### src/rtl/des_decrypt_core.sv
// Iterative DES decryption: one Feistel round per clock, keys K16..K1 derived
// by rotating the PC-1 halves right from the unrotated load.

module des_sbox #(
  parameter logic [255:0] TABLE = '0
) (
  input  logic [5:0] addr,
  output logic [3:0] data
);
  // Row is {addr[5],addr[0]}, column addr[4:1]; entry 0 is the MSB nibble.
  logic [5:0] idx;
  logic [7:0] pos;

  assign idx  = {addr[5], addr[0], addr[4:1]};
  assign pos  = {~idx, 2'b00};
  assign data = TABLE[pos +: 4];
endmodule

module des_decrypt_core (
  input  logic        clk,
  input  logic        rst,
  input  logic        start,
  input  logic [63:0] key,
  input  logic [63:0] ciphertext,
  output logic        busy,
  output logic        done,
  output logic [63:0] plaintext
);
  localparam logic [0:0] IDLE  = 1'b0;
  localparam logic [0:0] ROUND = 1'b1;

  localparam int unsigned IP_T [64] = '{
    58, 50, 42, 34, 26, 18, 10, 2, 60, 52, 44, 36, 28, 20, 12, 4,
    62, 54, 46, 38, 30, 22, 14, 6, 64, 56, 48, 40, 32, 24, 16, 8,
    57, 49, 41, 33, 25, 17,  9, 1, 59, 51, 43, 35, 27, 19, 11, 3,
    61, 53, 45, 37, 29, 21, 13, 5, 63, 55, 47, 39, 31, 23, 15, 7};

  localparam int unsigned FP_T [64] = '{
    40, 8, 48, 16, 56, 24, 64, 32, 39, 7, 47, 15, 55, 23, 63, 31,
    38, 6, 46, 14, 54, 22, 62, 30, 37, 5, 45, 13, 53, 21, 61, 29,
    36, 4, 44, 12, 52, 20, 60, 28, 35, 3, 43, 11, 51, 19, 59, 27,
    34, 2, 42, 10, 50, 18, 58, 26, 33, 1, 41,  9, 49, 17, 57, 25};

  localparam int unsigned E_T [48] = '{
    32,  1,  2,  3,  4,  5,  4,  5,  6,  7,  8,  9,
     8,  9, 10, 11, 12, 13, 12, 13, 14, 15, 16, 17,
    16, 17, 18, 19, 20, 21, 20, 21, 22, 23, 24, 25,
    24, 25, 26, 27, 28, 29, 28, 29, 30, 31, 32,  1};

  localparam int unsigned P_T [32] = '{
    16,  7, 20, 21, 29, 12, 28, 17,  1, 15, 23, 26,  5, 18, 31, 10,
     2,  8, 24, 14, 32, 27,  3,  9, 19, 13, 30,  6, 22, 11,  4, 25};

  localparam int unsigned PC1_T [56] = '{
    57, 49, 41, 33, 25, 17,  9,  1, 58, 50, 42, 34, 26, 18,
    10,  2, 59, 51, 43, 35, 27, 19, 11,  3, 60, 52, 44, 36,
    63, 55, 47, 39, 31, 23, 15,  7, 62, 54, 46, 38, 30, 22,
    14,  6, 61, 53, 45, 37, 29, 21, 13,  5, 28, 20, 12,  4};

  localparam int unsigned PC2_T [48] = '{
    14, 17, 11, 24,  1,  5,  3, 28, 15,  6, 21, 10,
    23, 19, 12,  4, 26,  8, 16,  7, 27, 20, 13,  2,
    41, 52, 31, 37, 47, 55, 30, 40, 51, 45, 33, 48,
    44, 49, 39, 56, 34, 53, 46, 42, 50, 36, 29, 32};

  localparam logic [255:0] SBOX_T [8] = '{
    256'hE4D12FB83A6C5907_0F74E2D1A6CB9538_41E8D62BFC973A50_FC8249175B3EA06D,
    256'hF18E6B34972DC05A_3D47F28EC01A69B5_0E7BA4D158C6932F_D8A13F42B67C05E9,
    256'hA09E63F51DC7B428_D709346A285ECBF1_D6498F30B12C5AE7_1AD069874FE3B52C,
    256'h7DE3069A1285BC4F_D8B56F03472C1AE9_A690CB7DF13E5284_3F06A1D8945BC72E,
    256'h2C417AB6853FD0E9_EB2C47D150FA3986_421BAD78F9C5630E_B8C71E2D6F09A453,
    256'hC1AF92680D34E75B_AF427C9561DE0B38_9EF528C3704A1DB6_432C95FABE17608D,
    256'h4B2EF08D3C975A61_D0B7491AE35C2F86_14BDC37EAF680592_6BD814A7950FE23C,
    256'hD2846FB1A93E50C7_1FD8A374C56B0E92_7B419CE206ADF358_21E74A8DFC90356B};

  logic [0:0]  state;
  logic [3:0]  rnd;
  logic [31:0] l, r;
  logic [27:0] c, d;

  logic [63:0] ip_val, pre_out, pt_val;
  logic [55:0] pc1_val, cd_n;
  logic [27:0] c_n, d_n;
  logic [47:0] k_rnd, e_val, s_in;
  logic [31:0] s_out, f_val, r_next;
  logic        unused_parity;

  // Parity bits drop out in PC-1; folded here only so they are not dangling.
  assign unused_parity = ^{key[56], key[48], key[40], key[32],
                           key[24], key[16], key[8], key[0]};

  genvar g;
  for (g = 0; g < 64; g++) begin : g_ip_fp
    assign ip_val[63-g] = ciphertext[64-IP_T[g]];
    assign pt_val[63-g] = pre_out[64-FP_T[g]];
  end
  for (g = 0; g < 56; g++) begin : g_pc1
    assign pc1_val[55-g] = key[64-PC1_T[g]];
  end
  for (g = 0; g < 48; g++) begin : g_e_pc2
    assign e_val[47-g] = r[32-E_T[g]];
    assign k_rnd[47-g] = cd_n[56-PC2_T[g]];
  end
  for (g = 0; g < 32; g++) begin : g_p
    assign f_val[31-g] = s_out[32-P_T[g]];
  end
  for (g = 0; g < 8; g++) begin : g_sbox
    des_sbox #(.TABLE(SBOX_T[g])) u_sbox (
      .addr(s_in[47-6*g -: 6]),
      .data(s_out[31-4*g -: 4])
    );
  end

  // Reverse schedule: round 0 uses the loaded halves as-is (K16); later
  // rounds undo the forward left shifts in reverse order.
  always_comb begin
    c_n = c;
    d_n = d;
    case (rnd)
      4'd0: begin
        c_n = c;
        d_n = d;
      end
      4'd1, 4'd8, 4'd15: begin
        c_n = {c[0], c[27:1]};
        d_n = {d[0], d[27:1]};
      end
      default: begin
        c_n = {c[1:0], c[27:2]};
        d_n = {d[1:0], d[27:2]};
      end
    endcase
  end

  assign cd_n    = {c_n, d_n};
  assign s_in    = e_val ^ k_rnd;
  assign r_next  = l ^ f_val;
  assign pre_out = {r_next, r};
  assign busy    = (state == ROUND);

  always_ff @(posedge clk) begin
    if (rst) begin
      state     <= IDLE;
      rnd       <= '0;
      l         <= '0;
      r         <= '0;
      c         <= '0;
      d         <= '0;
      done      <= 1'b0;
      plaintext <= '0;
    end else begin
      done <= 1'b0;
      case (state)
        IDLE: begin
          if (start) begin
            l     <= ip_val[63:32];
            r     <= ip_val[31:0];
            c     <= pc1_val[55:28];
            d     <= pc1_val[27:0];
            rnd   <= '0;
            state <= ROUND;
          end
        end
        default: begin
          l   <= r;
          r   <= r_next;
          c   <= c_n;
          d   <= d_n;
          rnd <= rnd + 4'd1;
          if (rnd == 4'd15) begin
            plaintext <= pt_val;
            done      <= 1'b1;
            state     <= IDLE;
          end
        end
      endcase
    end
  end
endmodule

### config.mk
export PLATFORM = sky130hd
export DESIGN_NAME = des_decrypt_core
export DESIGN_NICKNAME = d
export VERILOG_FILES = /design/src/rtl/des_decrypt_core.sv
export SDC_FILE = /design/constraint.sdc
export NUM_CORES = 1
export LEC_CHECK = 0
export ABC_AREA = 1
export ABC_CLOCK_PERIOD_IN_PS = 4200
export BUFFER_PORTS_ARGS = -buffer_cell sky130_fd_sc_hd__buf_2
export CORE_UTILIZATION = 34
export CTS_BUF_LIST = sky130_fd_sc_hd__clkbuf_16
export DETAILED_ROUTE_END_ITERATION = 10
export GPL_ROUTABILITY_DRIVEN = 0
export HOLD_SLACK_MARGIN = 0.03
export PLACE_DENSITY = 0.53
export SLEW_MARGIN = 20
export SYNTH_ARGS = -nofsm -noshare
export SYNTH_HDL_FRONTEND = slang
export SYNTH_SLANG_ARGS = --single-unit
### constraint.sdc
create_clock -name clk -period 4.2 [get_ports clk]
set_input_delay 1.26 -clock clk [delete_from_list [all_inputs] [get_ports clk]]
set_output_delay 1.26 -clock clk [all_outputs]
set_load 0.01 [all_outputs]
==> results.yml <==
min_path:
  hold_class: "reg2reg"
  hold_depth: 2
synth:
  synthSimpleGateAreaFrac: 0.465
  synth_nets: 2708
  synth_largest_area_cell: "nand2_1"
  syn_area_um2: 15100
  synth_top_family_by_area: "simple AND/OR/NAND/NOR gates"
  async_flop_share: 0
  synth_xor_area_frac: 0.0237
  netlist_top_cells_area: "nand2_1 27%, dfxtp_1 25%, nand3_1 15%"
  ys_ff_latch: 190
  synth_seq_area_share: 0.252
  synth_compound_area_frac: 0.107
  synth_mux_area_frac: 0
  yosys_warnings: 0
  synth_edf_count: 0
  synthAdderAreaFrac: 0.0523
  ys.flop_type: "dfxtp_1"
  synthCells: 2514
  syn_area_per_cell_um2: 6.00
  yosysUniqueCellTypes: 45
  synth_top_area_frac: 0.266
global_route:
  grt.total_usage: 0.257
  antenna_found_initial: 1
  grt_pass1_vias: 15400
  grt_pass1_wl_um: 88400
  grt_max_degree: 72
  overflow: 0
clocking:
  clk_pin_slew_ns: 0.08
  clk_path_buf_depth: 2
  htree_levels: 4
  clk_latency_ns: 0.48
  ctsRootBufferMaster: "clkbuf_16"
  cts_sinks: 190
  ctsHoldBuffers: 0
  post-cts-setup-buffer-count: 0
  cts_tree: "yes"
  cts_buffers: 17
  cts_resized: 0
die:
  die_y_um: 213
  start_util: 0.347
  die_w_um: 213
  die_area_um2: 45200
  core_area_um2: 43500
  num_rows: 76
  pin_count: 197
drt:
  first_pass_iters: 5
  antenna_left: 0
  dr.first_iter.drc_count: 1497
  drc_errors: 0
  totalWireLength_um: 57600
  vias: 17000
  viasPerCell: 5.25
  wl_per_cell_um: 17.8
timing:
  slew_headroom: 0.355
  clock_skew_ns: 0.0167
  final.setup.tns_ns: 0
  min_period_ns: 3.66
  whs_ns: 0.449
  period_share: 0.871
  final_hold_viol_count: 0
  slew_violations: 0
  finalSetupViolCount: 0
  worst_pin_slew_ns: 0.968
  rsz0062_at_grt: "false"
  fmax_mhz: 273
critical_path:
  cp_max_fo: 27
  cp-start-kind: "flip-flop"
  cp_slowest_cell: "dfxtp_1"
  end_kind: "flip-flop"
  cp_common_cell: "nand3_1"
  slowest_delay_ns: 0.41
  reg2reg_depth: 19
  arrival_ns: 4.05
  cp.required_ns: 4.59
  crit_type: "reg2reg"
  cp_cell_sequence: "inv_1 > ha_1 > nand3_1 > nand3_4 > buf_12 > nand2_1 > nand3_1 > nand3_1 > nand2_2 > ha_1 > inv_1 > nand2_1 > nand3_1 > nand2_1 > nand2_1 > nand3_1 > nand3_1 > nand3_1 > a21oi_1"
outcome:
  status: "completed"
power_and_ir_drop:
  pwr-share-clk: 0.198
  power_switching_mw: 4.36
  ir_drop_mv: 0.323
  p_seq_frac: 0.242
  powerDensity_nw_per_um2: 509
  comb_power_share: 0.560
  p_int_mw: 4.30
  power_leakage_nw: 8.42
  sw_frac_of_total: 0.504
cells_and_area:
  drive_gt1_frac: 0.137
  syn2layout_area_growth_pct: 12.7
  nets: 2832
placement:
  port_buffers: 188
  hpwlAfterDp_um: 43800
job:
  max_cap_viol_count: 0
-- Yosys cell counts (13+ instances only) --
cell / instances
a21oi_1: 51
inv_1: 211
dfxtp_1: 190
nand3_1: 437
clkbuf_1: 55
nand2_2: 24
buf_4: 18
a31oi_1: 39
or2_1: 15
xor2_2: 13
inv_2: 22
nand3_2: 16
o221ai_1: 18
buf_2: 15
nand2_1: 1068
o21ai_1: 14
o21ai_0: 96
nor2_1: 42
ha_1: 63
-- layout make-up --
type	instances	area (um^2)
Inverter	234	878
Sequential cell	190	3810
Multi-Input combinational cell	1981	9810
Timing Repair Buffer	214	1190
Tap cell	585	732
Clock buffer	17	425
Antenna cell	1	2.50
Clock inverter	15	158
Fill cell	4829	26500
-- placed cells by master, fill, tap and decap left out, types with 3 or more instances in the layout --
cell type,netlist,layout
nand3b_1,7,7
buf_2,15,188
inv_6,0,5
o22ai_1,6,6
nand3_4,3,3
xor2_4,5,5
or2_2,5,5
inv_2,22,24
nand3_2,16,16
o21ai_2,11,11
nor2_4,0,3
a31oi_1,39,39
o221ai_1,18,18
nand2_1,1068,1068
ha_1,63,63
o21ai_1,14,14
o21a_1,12,12
o21ai_0,96,96
dfxtp_1,190,189
xor2_2,13,13
or2_1,15,15
nand2_2,24,24
o211ai_1,12,12
buf_4,18,22
buf_12,0,4
nand3_1,437,437
or2_4,7,7
a21oi_1,51,51
inv_1,211,210
clkbuf_16,0,17
nor2_1,42,38
nand4_1,3,3
-- final timing paths --
path	to	slack, ns	from
max	r[31]$_SDFFE_PP0P_	0.54	rnd[0]$_SDFFE_PP0P_
min	plaintext[0]$_SDFFE_PP0P_	0.45	plaintext[0]$_SDFFE_PP0P_
max reg2reg	r[31]$_SDFFE_PP0P_	0.54	rnd[0]$_SDFFE_PP0P_
min reg2reg	plaintext[0]$_SDFFE_PP0P_	0.45	plaintext[0]$_SDFFE_PP0P_
-- state kept, by name, summed over array words and instances, names as in the netlist --
register   count
plaintext     64
c             28
d             28
rnd            4
r             32
busy           1
l             32
done           1
-- per-layer routing --
metal | share of wire | global-route usage | wire length, um
met1 | 0.48 | 0.370 | 27500
met4 | 0.031 | 0.0980 | 1790
met2 | 0.42 | 0.384 | 24400
met3 | 0.069 | 0.0344 | 3950
met5 | 0 | 0 | 0
-- power groups by stage --
stage / clock [mW] / sequential (mW) / combinational, mW
after detailed placement: 0 / 2.13 / 4.74
after global placement: 0 / 2.13 / 4.71
after floorplan: 0 / 2.06 / 3.68
after global routing: 1.80 / 2.11 / 5.47
final: 1.71 / 2.10 / 4.85
after CTS: 1.75 / 2.09 / 4.76
-- stage by stage --
step | cells | setup WS, ns | area, um^2 | utilization | total power, mW
2_1_floorplan | 2514 | 1.42 | 15100 | - | 5.74
3_3_place_gp | 3204 | 0.701 | 16400 | 0.378 | 6.84
3_5_place_dp | 3204 | 0.670 | 16400 | 0.378 | 6.87
4_1_cts | 3236 | 0.643 | 17000 | 0.391 | 8.61
5_1_grt | 3236 | 0.207 | 17000 | 0.391 | 9.38
6_report | 3237 | 0.540 | 17000 | 0.391 | 8.66
-- worst max-delay path: cells and delay by family, from the launching register on --
kind / cells / cell delay (ns)
buf+inv: 3 / 0.46
simple gates: 13 / 1.91
flops: 1 / 0.41
compound gates: 1 / 0.23
fa+ha+maj: 2 / 0.55
-- kinds of logic (layout without fill, tap and decap cells) --
group                      after synthesis  after routing
DFF                                    190            190
xor gates and xnor gates                19             19
other                                    0              1
AOI/OAI and AO/OA                      266            266
adders and majority gates               63             63
buffers and inverters                  343            480
and+or+nand+nor                       1633           1633
Note: power is estimated with default switching activity, not from simulation.
